$ cat src/rtl/debug_panel.sv
// Two-button debug panel: debounce, short/long/chord press decode, probe
// selector with wrap-around stepping, freeze, and a stability-filtered LED
// display of the selected probe word.

// One button: synchroniser, debouncer and press-duration classifier.
module debug_btn #(
  parameter int DEADZONE_WIDTH    = 1024,
  parameter int LONG_PRESS_CYCLES = 1024*1024*25
) (
  input  logic clk,
  input  logic i_reset,
  input  logic raw,
  input  logic chord_any,
  output logic level,
  output logic short_p,
  output logic long_p
);
  localparam int DZW = (DEADZONE_WIDTH > 1) ? $clog2(DEADZONE_WIDTH) : 1;
  localparam int LPW = $clog2(LONG_PRESS_CYCLES + 1);

  logic           sync1, sync2;
  logic [DZW-1:0] db_cnt;
  logic [LPW-1:0] dur;
  logic           spoiled;
  logic           quiet;

  // Pulses are withheld while a chord is live or the current press was
  // tainted by a chord or by a reset that landed mid-press.
  assign quiet = spoiled | chord_any;

  // Synchroniser is left unreset so a button held through reset still reads
  // as held, which is what keeps that press from acting afterwards.
  always_ff @(posedge clk) begin
    sync1 <= raw;
    sync2 <= sync1;
  end

  // Debounce: level flips only after the synchronised input disagrees for
  // DEADZONE_WIDTH consecutive cycles.
  always_ff @(posedge clk) begin
    if (i_reset) begin
      level  <= 1'b0;
      db_cnt <= '0;
    end else if (sync2 == level) begin
      db_cnt <= '0;
    end else if (db_cnt == DZW'(DEADZONE_WIDTH - 1)) begin
      level  <= ~level;
      db_cnt <= '0;
    end else begin
      db_cnt <= db_cnt + 1'b1;
    end
  end

  // Press classifier: saturating duration count, LONG at threshold, SHORT on
  // release of a press that never reached it. Spoiled is set by reset and
  // chords and clears once the button is genuinely released.
  always_ff @(posedge clk) begin
    if (i_reset) begin
      dur     <= '0;
      short_p <= 1'b0;
      long_p  <= 1'b0;
      spoiled <= 1'b1;
    end else begin
      short_p <= 1'b0;
      long_p  <= 1'b0;
      if (level) begin
        if (dur != LPW'(LONG_PRESS_CYCLES)) dur <= dur + 1'b1;
        if (dur == LPW'(LONG_PRESS_CYCLES - 1) && !quiet) long_p <= 1'b1;
      end else begin
        if (dur != '0 && dur != LPW'(LONG_PRESS_CYCLES) && !quiet) short_p <= 1'b1;
        dur <= '0;
      end
      if (level && chord_any)   spoiled <= 1'b1;
      else if (!level && !sync2) spoiled <= 1'b0;
    end
  end
endmodule

module debug_panel #(
  parameter int WIDTH             = 8,
  parameter int N_STATES          = 4,
  parameter int DEADZONE_WIDTH    = 1024,
  parameter int LONG_PRESS_CYCLES = 1024*1024*25,
  parameter int DISPLAY_STABLE    = 1024*1024*50
) (
  input  logic                               clk,
  input  logic                               i_reset,
  input  logic [1:0]                         i_buttons,
  input  logic [N_STATES-1:0][WIDTH-1:0]     i_x,
  output logic [1:0]                         o_buttons,
  output logic [$clog2(N_STATES)-1:0]        o_sel,
  output logic                               o_frozen,
  output logic [WIDTH-1:0]                   o_display,
  output logic                               o_reset
);
  localparam int SW  = $clog2(N_STATES);
  localparam int DSW = (DISPLAY_STABLE > 1) ? $clog2(DISPLAY_STABLE) : 1;

  logic [1:0]       lvl, short_p, long_p;
  logic             chord, chord_any;
  logic [SW-1:0]    sel_q;
  logic [WIDTH-1:0] cand, cur;
  logic [DSW-1:0]   st_cnt;

  // Include the combinational both-high term so the very first overlapping
  // cycle is already suppressed.
  assign chord_any = chord | (&lvl);
  assign o_buttons = lvl;
  assign cur       = i_x[o_sel];

  // Index 0 = PREV, index 1 = NEXT.
  for (genvar b = 0; b < 2; b++) begin : g_btn
    debug_btn #(
      .DEADZONE_WIDTH   (DEADZONE_WIDTH),
      .LONG_PRESS_CYCLES(LONG_PRESS_CYCLES)
    ) u_btn (
      .clk      (clk),
      .i_reset  (i_reset),
      .raw      (i_buttons[b]),
      .chord_any(chord_any),
      .level    (lvl[b]),
      .short_p  (short_p[b]),
      .long_p   (long_p[b])
    );
  end

  // Chord latch holds until both buttons are up; o_reset follows the overlap.
  always_ff @(posedge clk) begin
    if (i_reset) begin
      chord   <= 1'b0;
      o_reset <= 1'b0;
    end else begin
      o_reset <= &lvl;
      if (&lvl)            chord <= 1'b1;
      else if (lvl == 2'b00) chord <= 1'b0;
    end
  end

  // Press actions, NEXT taking priority over PREV.
  always_ff @(posedge clk) begin
    if (i_reset) begin
      o_sel    <= '0;
      o_frozen <= 1'b0;
    end else if (short_p[1]) begin
      o_sel <= (o_sel == SW'(N_STATES - 1)) ? '0 : o_sel + 1'b1;
    end else if (long_p[1]) begin
      o_frozen <= ~o_frozen;
    end else if (short_p[0]) begin
      o_sel <= (o_sel == '0) ? SW'(N_STATES - 1) : o_sel - 1'b1;
    end else if (long_p[0]) begin
      o_sel <= '0;
    end
  end

  // Display filter: bypass on selection change, otherwise a value must hold
  // DISPLAY_STABLE cycles. While frozen the count saturates so an already
  // stable candidate lands right after unfreeze.
  always_ff @(posedge clk) begin
    if (i_reset) begin
      sel_q     <= '0;
      cand      <= '0;
      st_cnt    <= '0;
      o_display <= '0;
    end else begin
      sel_q <= o_sel;
      if (o_sel != sel_q && !o_frozen) begin
        o_display <= cur;
        cand      <= cur;
        st_cnt    <= '0;
      end else if (cur != cand) begin
        cand   <= cur;
        st_cnt <= '0;
      end else if (cand != o_display) begin
        if (st_cnt == DSW'(DISPLAY_STABLE - 1)) begin
          if (!o_frozen) begin
            o_display <= cand;
            st_cnt    <= '0;
          end
        end else begin
          st_cnt <= st_cnt + 1'b1;
        end
      end
    end
  end
endmodule

$ cat config.mk
export PLATFORM = sky130hd
export DESIGN_NAME = debug_panel
export DESIGN_NICKNAME = d
export VERILOG_FILES = /design/src/rtl/debug_panel.sv
export SDC_FILE = /design/constraint.sdc
export NUM_CORES = 1
export LEC_CHECK = 0
export ABC_CLOCK_PERIOD_IN_PS = 3400
export CORE_MARGIN = 2
export CORE_UTILIZATION = 30
export CTS_CLUSTER_DIAMETER = 40
export DETAILED_ROUTE_END_ITERATION = 10
export GPL_ROUTABILITY_DRIVEN = 0
export PLACE_DENSITY = 0.5
export SKIP_LAST_GASP = 1
export SYNTH_ARGS = -nofsm -noshare
export SYNTH_HDL_FRONTEND = slang
export SYNTH_HIERARCHICAL = 1
export SYNTH_SLANG_ARGS = --single-unit
$ cat constraint.sdc
create_clock -name clk -period 3.4 [get_ports clk]
set_clock_uncertainty 0.15 [all_clocks]
set_input_delay 0.51 -clock clk [delete_from_list [all_inputs] [get_ports clk]]
set_output_delay 0.51 -clock clk [all_outputs]
set_load 0.02 [all_outputs]
* Word level (Yosys, flattened, before mapping) *
Cells that the tools add are included.
W data, S select, Z words.

operators by class
  reductions and logical operators = 43
  bitwise logic cells = 9
  multiplexer cells = 23
  order comparisons = 1
  add/subtract/negate cells = 7
  equal/unequal tests = 17

operators by type and width
  operator                 count
  $mux W8                  8
  $mux W26                 2
  $add A25 B1 Y25 const B  2
  $eq A25 B25 Y1 const B   2
  $ne A25 B25 Y1 const B   2
  $reduce_bool A25 Y1      2
  $add A26 B1 Y26 const B  1
  $eq A26 B26 Y1 const B   1
  $add A10 B1 Y10 const B  2
  $eq A10 B10 Y1 const B   2
  $bmux W8 S2              1
  $ne A8 B8 Y1             2
  $mux W2                  6
  $reduce_and A2 Y1        6
  $reduce_or A2 Y1         6
  $logic_and A1 B1 Y1      11
  $reduce_or A3 Y1         3
  $reduce_bool A2 Y1       4
  $logic_not A1 Y1         7
  $mux W1                  6
  $not A1 Y1               6
  $logic_not A2 Y1         2
  $ne A2 B1 Y1 const B     2
  $ne A2 B2 Y1 const B     2
  9 further kinds          12

storage, ports and cells
  bits of input ports = 36
  output and inout bits = 14
  logic and storage cells = 124
  flip-flop bits (word level) = 131

* Longest topological paths before layout *
Gate-level depths: netlist of run 1.

  depth in word-level cells = 6
  mapped depth = 9
  mapped depth without buffers = 7

* By module *
Netlist of run 1, hierarchy kept.

modules (own cells, without submodules)
  module       cells an instance  area each (um^2)  times used  seq. area each (um^2)
  debug_btn    219                1,884.3           2           820.8
  debug_panel  273                2,716.4           1           980.9

* Worst setup path before layout of run 1 *
Ideal clock, no wire load.

  path type = register -> register
  start = reg o_sel[0]
  end = reg st_cnt[15]
  arrival = 2,639 ps
  buffers on the path = 3
  library setup time = 62 ps
  stages on the path, launching flop included = 10
  slack = 549 ps
  clock period less this slack = 2,851 ps
  data required time = 3,188 ps
  cell sequence = dfxtp_1 > buf_6 > mux4_2 > xnor2_1 > nand4_1 > or4_1 > buf_2 > o21bai_4 > buf_6 > nor2_4

on the way
  cells in the longest elaborated chain, start to end = 4
  elaborated cells on any way between the ends = 6
  those cells by class = eq/ne (2); mux (2); reduce/logical (2)

RTL lines
  what                                   line  text
  from (decl)                            91    output logic [$clog2(N_STATES)-1:0] o_sel,
  from (signal assigned)                 145   o_sel <= (o_sel == SW'(N_STATES - 1)) ? '0 : o_sel + 1'b1;
  from (signal assigned)                 149   o_sel <= (o_sel == '0) ? SW'(N_STATES - 1) : o_sel - 1'b1;
  $bmux W8 S2                            109   assign cur = i_x[o_sel];
  $mux W8 (not written as such)          109
  $ne A8 B8 Y1                           170   end else if (cur != cand) begin
  $reduce_or A3 Y1 (no source line) (*)  n/a
  to (signal assigned)                   180   st_cnt <= st_cnt + 1'b1;
  to (decl)                              103   logic [DSW-1:0] st_cnt;

Every way passes the cells marked *; elsewhere a longest branch is shown, timed or not. The select of a mux whose other input is x is not followed.
A chain may end at the register's enable or synchronous reset.

* Final worst setup path of run 1 *
  start = reg o_sel[1]
  end = reg st_cnt[4]

The elaborated chain is that of the path after synthesis.

==> impl_metrics.json, run 1 <==
{
  "yosys.area.top_type": "dfxtp_1",
  "drt_iter0_markers": 247,
  "cts-htree-levels": 4,
  "cts_buffers": 17,
  "drc": 0,
  "period_minus_slack_ns": 2.97,
  "antenna_found_initial": 0,
  "post_cts_resized": 0,
  "synth_edf_count": 0,
  "hold_buffers": 0,
  "start_util_pct": 30.8,
  "ys_types": 53,
  "dieArea_um2": 22800,
  "timing_worst_slew_pin_value_ns": 1.04,
  "cts_root_buf": "clkbuf_16",
  "die_x_um": 151,
  "relSlewSlack_pct": 30.2,
  "post-place-cells": 1020,
  "power_density_nw_per_um2": 433,
  "track_usage_pct": 13.6,
  "required_ns": 3.60,
  "multi_input_area_um2": 3660,
  "port_buffers": 49,
  "clk_path_buf_depth": 2,
  "path_clk_slew_ns": 0.06,
  "critPathMaxFanout": 20,
  "vias": 5197,
  "synth_seq_cells": 131,
  "clkSinkCount": 131,
  "via_per_inst": 4.95,
  "status": "finished, final reports clean",
  "synthTopCellsByArea": "dfxtp_1 40%, xor2_1 5.3%, xnor2_1 5.0%",
  "yosys_warnings": 6,
  "instances_no_fill": 1050,
  "cts_tree": "yes",
  "grt_first_pass_wirelength_um": 24600,
  "firstDrtPassIters": 4,
  "cts_post_setup_buffers_inserted": 0,
  "ys.flop_type": "dfxtp_1",
  "clk_latency_ns": 0.42,
  "hold_class": "register to register",
  "yosysMostFrequentCell": "dfxtp_1",
  "synthToLayoutAreaGrowth_pct": 20.6,
  "synth_commonest_cells": "131 x dfxtp_1, 64 x nor2_1, 40 x nand3_1",
  "wl_per_cell_um": 13.8,
  "maxCapViolCount": 0,
  "pin_count": 50,
  "fillerInstances": 2196,
  "rsz0062_at_grt": "false",
  "grt_pass1_vias": 4922,
  "arrival_ns": 3.17,
  "grt-ovfl-total": 0,
  "synth_top_area_share_pct": 40.4,
  "setup_viol": 0,
  "start_kind": "register",
  "ant_nets": 0,
  "yosysSeqAreaShare_pct": 40.4,
  "postRouteWirelength_um": 14500,
  "p_leak_nw": 2.44,
  "drv_slew": 0,
  "antenna_cells": 0,
  "core_area_um2": 21100,
  "min_period_over_period_pct": 87.4,
  "syn_area_per_cell_um2": 9.12,
  "synth_nets": 759,
  "nNetsFinal": 812,
  "setup_tns_ns": 0,
  "die_h_um": 151,
  "seqCellArea_um2": 2620,
  "path_class": "register to register",
  "hold_viol_final": 0,
  "dp_hpwl_um": 10100,
  "row_count": 53,
  "crit_path_end_kind": "register",
  "grt_max_degree": 26,
  "peakVddDrop_uv": 332,
  "syn_area_um2": 6480,
  "syn_inst": 711,
  "ys_async_sr_fraction_pct": 0,
  "drive_gt1_share_pct": 10.7,
  "clock.fmax_mhz": 337
}
[logic make-up after synthesis]
logic type,share of synthesized area (%)
buffers and inverters,3.22
xor gates and xnor gates,10.3
DFF,40.4
muxes,4.78
adders and majority gates,2.32
AOI/OAI and AO/OA,9.61
and+or+nand+nor,29.4
[worst max-delay path, stage by stage (launching register included)]
cell	delay [ns]
dfxtp_1	0.73
mux4_2	0.45
xnor2_1	0.17
nand4_1	0.17
or4_1	0.57
o21bai_4	0.44
nor2_2	0.21
[where the power goes]
group / total, W / internal, W / switching (W)
Clock: 0.00172 / 0.00105 / 0.000678
Combinational: 0.000108 / 0.0000666 / 0.0000411
Sequential: 0.00156 / 0.00155 / 0.00000943
[per-stage QoR]
stage	worst slack, ns	total power [W]	hold WS [ns]	utilization [%]	instance area, um^2
after floorplan	0.549	0.00164	0.160	-	6480
after global placement	0.190	0.00170	0.165	34.5	7270
after detailed placement	0.154	0.00170	0.174	34.5	7270
after CTS	0.406	0.00344	0.188	37.1	7820
after global routing	0.215	0.00353	0.196	37.1	7820
final	0.430	0.00339	0.188	37.1	7820
[placed cells by master (no fill, tap or decap), types with 3 or more instances in the layout]
master / netlist / layout
a21oi_1: 35 / 34
and2_1: 12 / 12
and3_1: 11 / 11
and4_1: 17 / 17
buf_4: 2 / 11
clkbuf_16: 0 / 17
clkbuf_8: 0 / 3
clkdlybuf4s50_1: 0 / 49
clkinv_2: 0 / 5
clkinvlp_4: 0 / 4
dfxtp_1: 131 / 131
ha_1: 12 / 12
inv_1: 19 / 19
mux2i_1: 13 / 13
mux4_2: 8 / 8
nand2_1: 36 / 36
nand2b_1: 5 / 5
nand3_1: 40 / 40
nand4_1: 33 / 33
nor2_1: 64 / 64
nor2_2: 9 / 9
nor2_4: 10 / 10
nor3_1: 21 / 21
nor3b_1: 3 / 3
nor4_1: 14 / 14
o21a_1: 3 / 3
o21ai_0: 24 / 24
o311a_1: 8 / 8
o31ai_1: 14 / 14
or2_2: 5 / 5
or3_1: 13 / 13
or4_1: 19 / 19
xnor2_1: 37 / 37
xor2_1: 39 / 39
[per-layer routing]
layer	vias up	routed length [um]	share of wire, %	GRT usage (%)
li1	2701	-	-	-
met1	2432	7610	53	19.2
met2	58	6320	44	20.3
met3	6	461	3.2	3.61
met4	0	70	0.48	3.64
met5	-	0	0	0
[worst paths after layout]
check	startpoint	endpoint	slack (ns)	cells after the start
hold reg to reg	g_btn[1].u_btn/sync1	g_btn[1].u_btn/sync2	0.19	0
setup reg to reg	o_sel[1]	st_cnt[4]	0.43	6
setup / recovery	o_sel[1]	st_cnt[4]	0.43	6
hold / removal	g_btn[1].u_btn/sync1	g_btn[1].u_btn/sync2	0.19	0
[sequential cells by signal, indices dropped and copies added (netlist names)]
register,count
sel_q,2
g_btn.u_btn/long_p,2
o_sel,2
g_btn.u_btn/short_p,2
g_btn.u_btn/spoiled,2
g_btn.u_btn/level,2
o_display,8
o_reset,1
g_btn.u_btn/sync1,2
o_frozen,1
cand,8
g_btn.u_btn/sync2,2
chord,1
st_cnt,26
g_btn.u_btn/dur,50
g_btn.u_btn/db_cnt,20
[final cells by class]
cell class / count / share of cell area, %
sequential: 131 / 33.5
multi-input combinational: 535 / 46.8
tap: 275 / 4.40
timing repair buffer: 60 / 7.33
clock inverter: 10 / 1.09
clock buffer: 20 / 5.97
inverter: 19 / 0.912
No activity file was read; power rests on OpenSTA's default activity.
==> run 2, diff against run 1 <==
--- a/config.mk
+++ b/config.mk
@@ -13,6 +13,7 @@
 export GPL_ROUTABILITY_DRIVEN = 0
 export PLACE_DENSITY = 0.5
 export SKIP_LAST_GASP = 1
+export SLEW_MARGIN = 10
 export SYNTH_ARGS = -nofsm -noshare
 export SYNTH_HDL_FRONTEND = slang
 export SYNTH_HIERARCHICAL = 1
==> results of run 2 <==
The final DEF is identical to that of run 1; final timing and power are the same.
==> run 3, diff against run 2 <==
--- a/config.mk
+++ b/config.mk
@@ -10,7 +10,6 @@
 export CORE_UTILIZATION = 30
 export CTS_CLUSTER_DIAMETER = 40
 export DETAILED_ROUTE_END_ITERATION = 10
-export GPL_ROUTABILITY_DRIVEN = 0
 export PLACE_DENSITY = 0.5
 export SKIP_LAST_GASP = 1
 export SLEW_MARGIN = 10
==> results of run 3 <==
The final DEF is identical to that of run 1; final timing and power are the same.
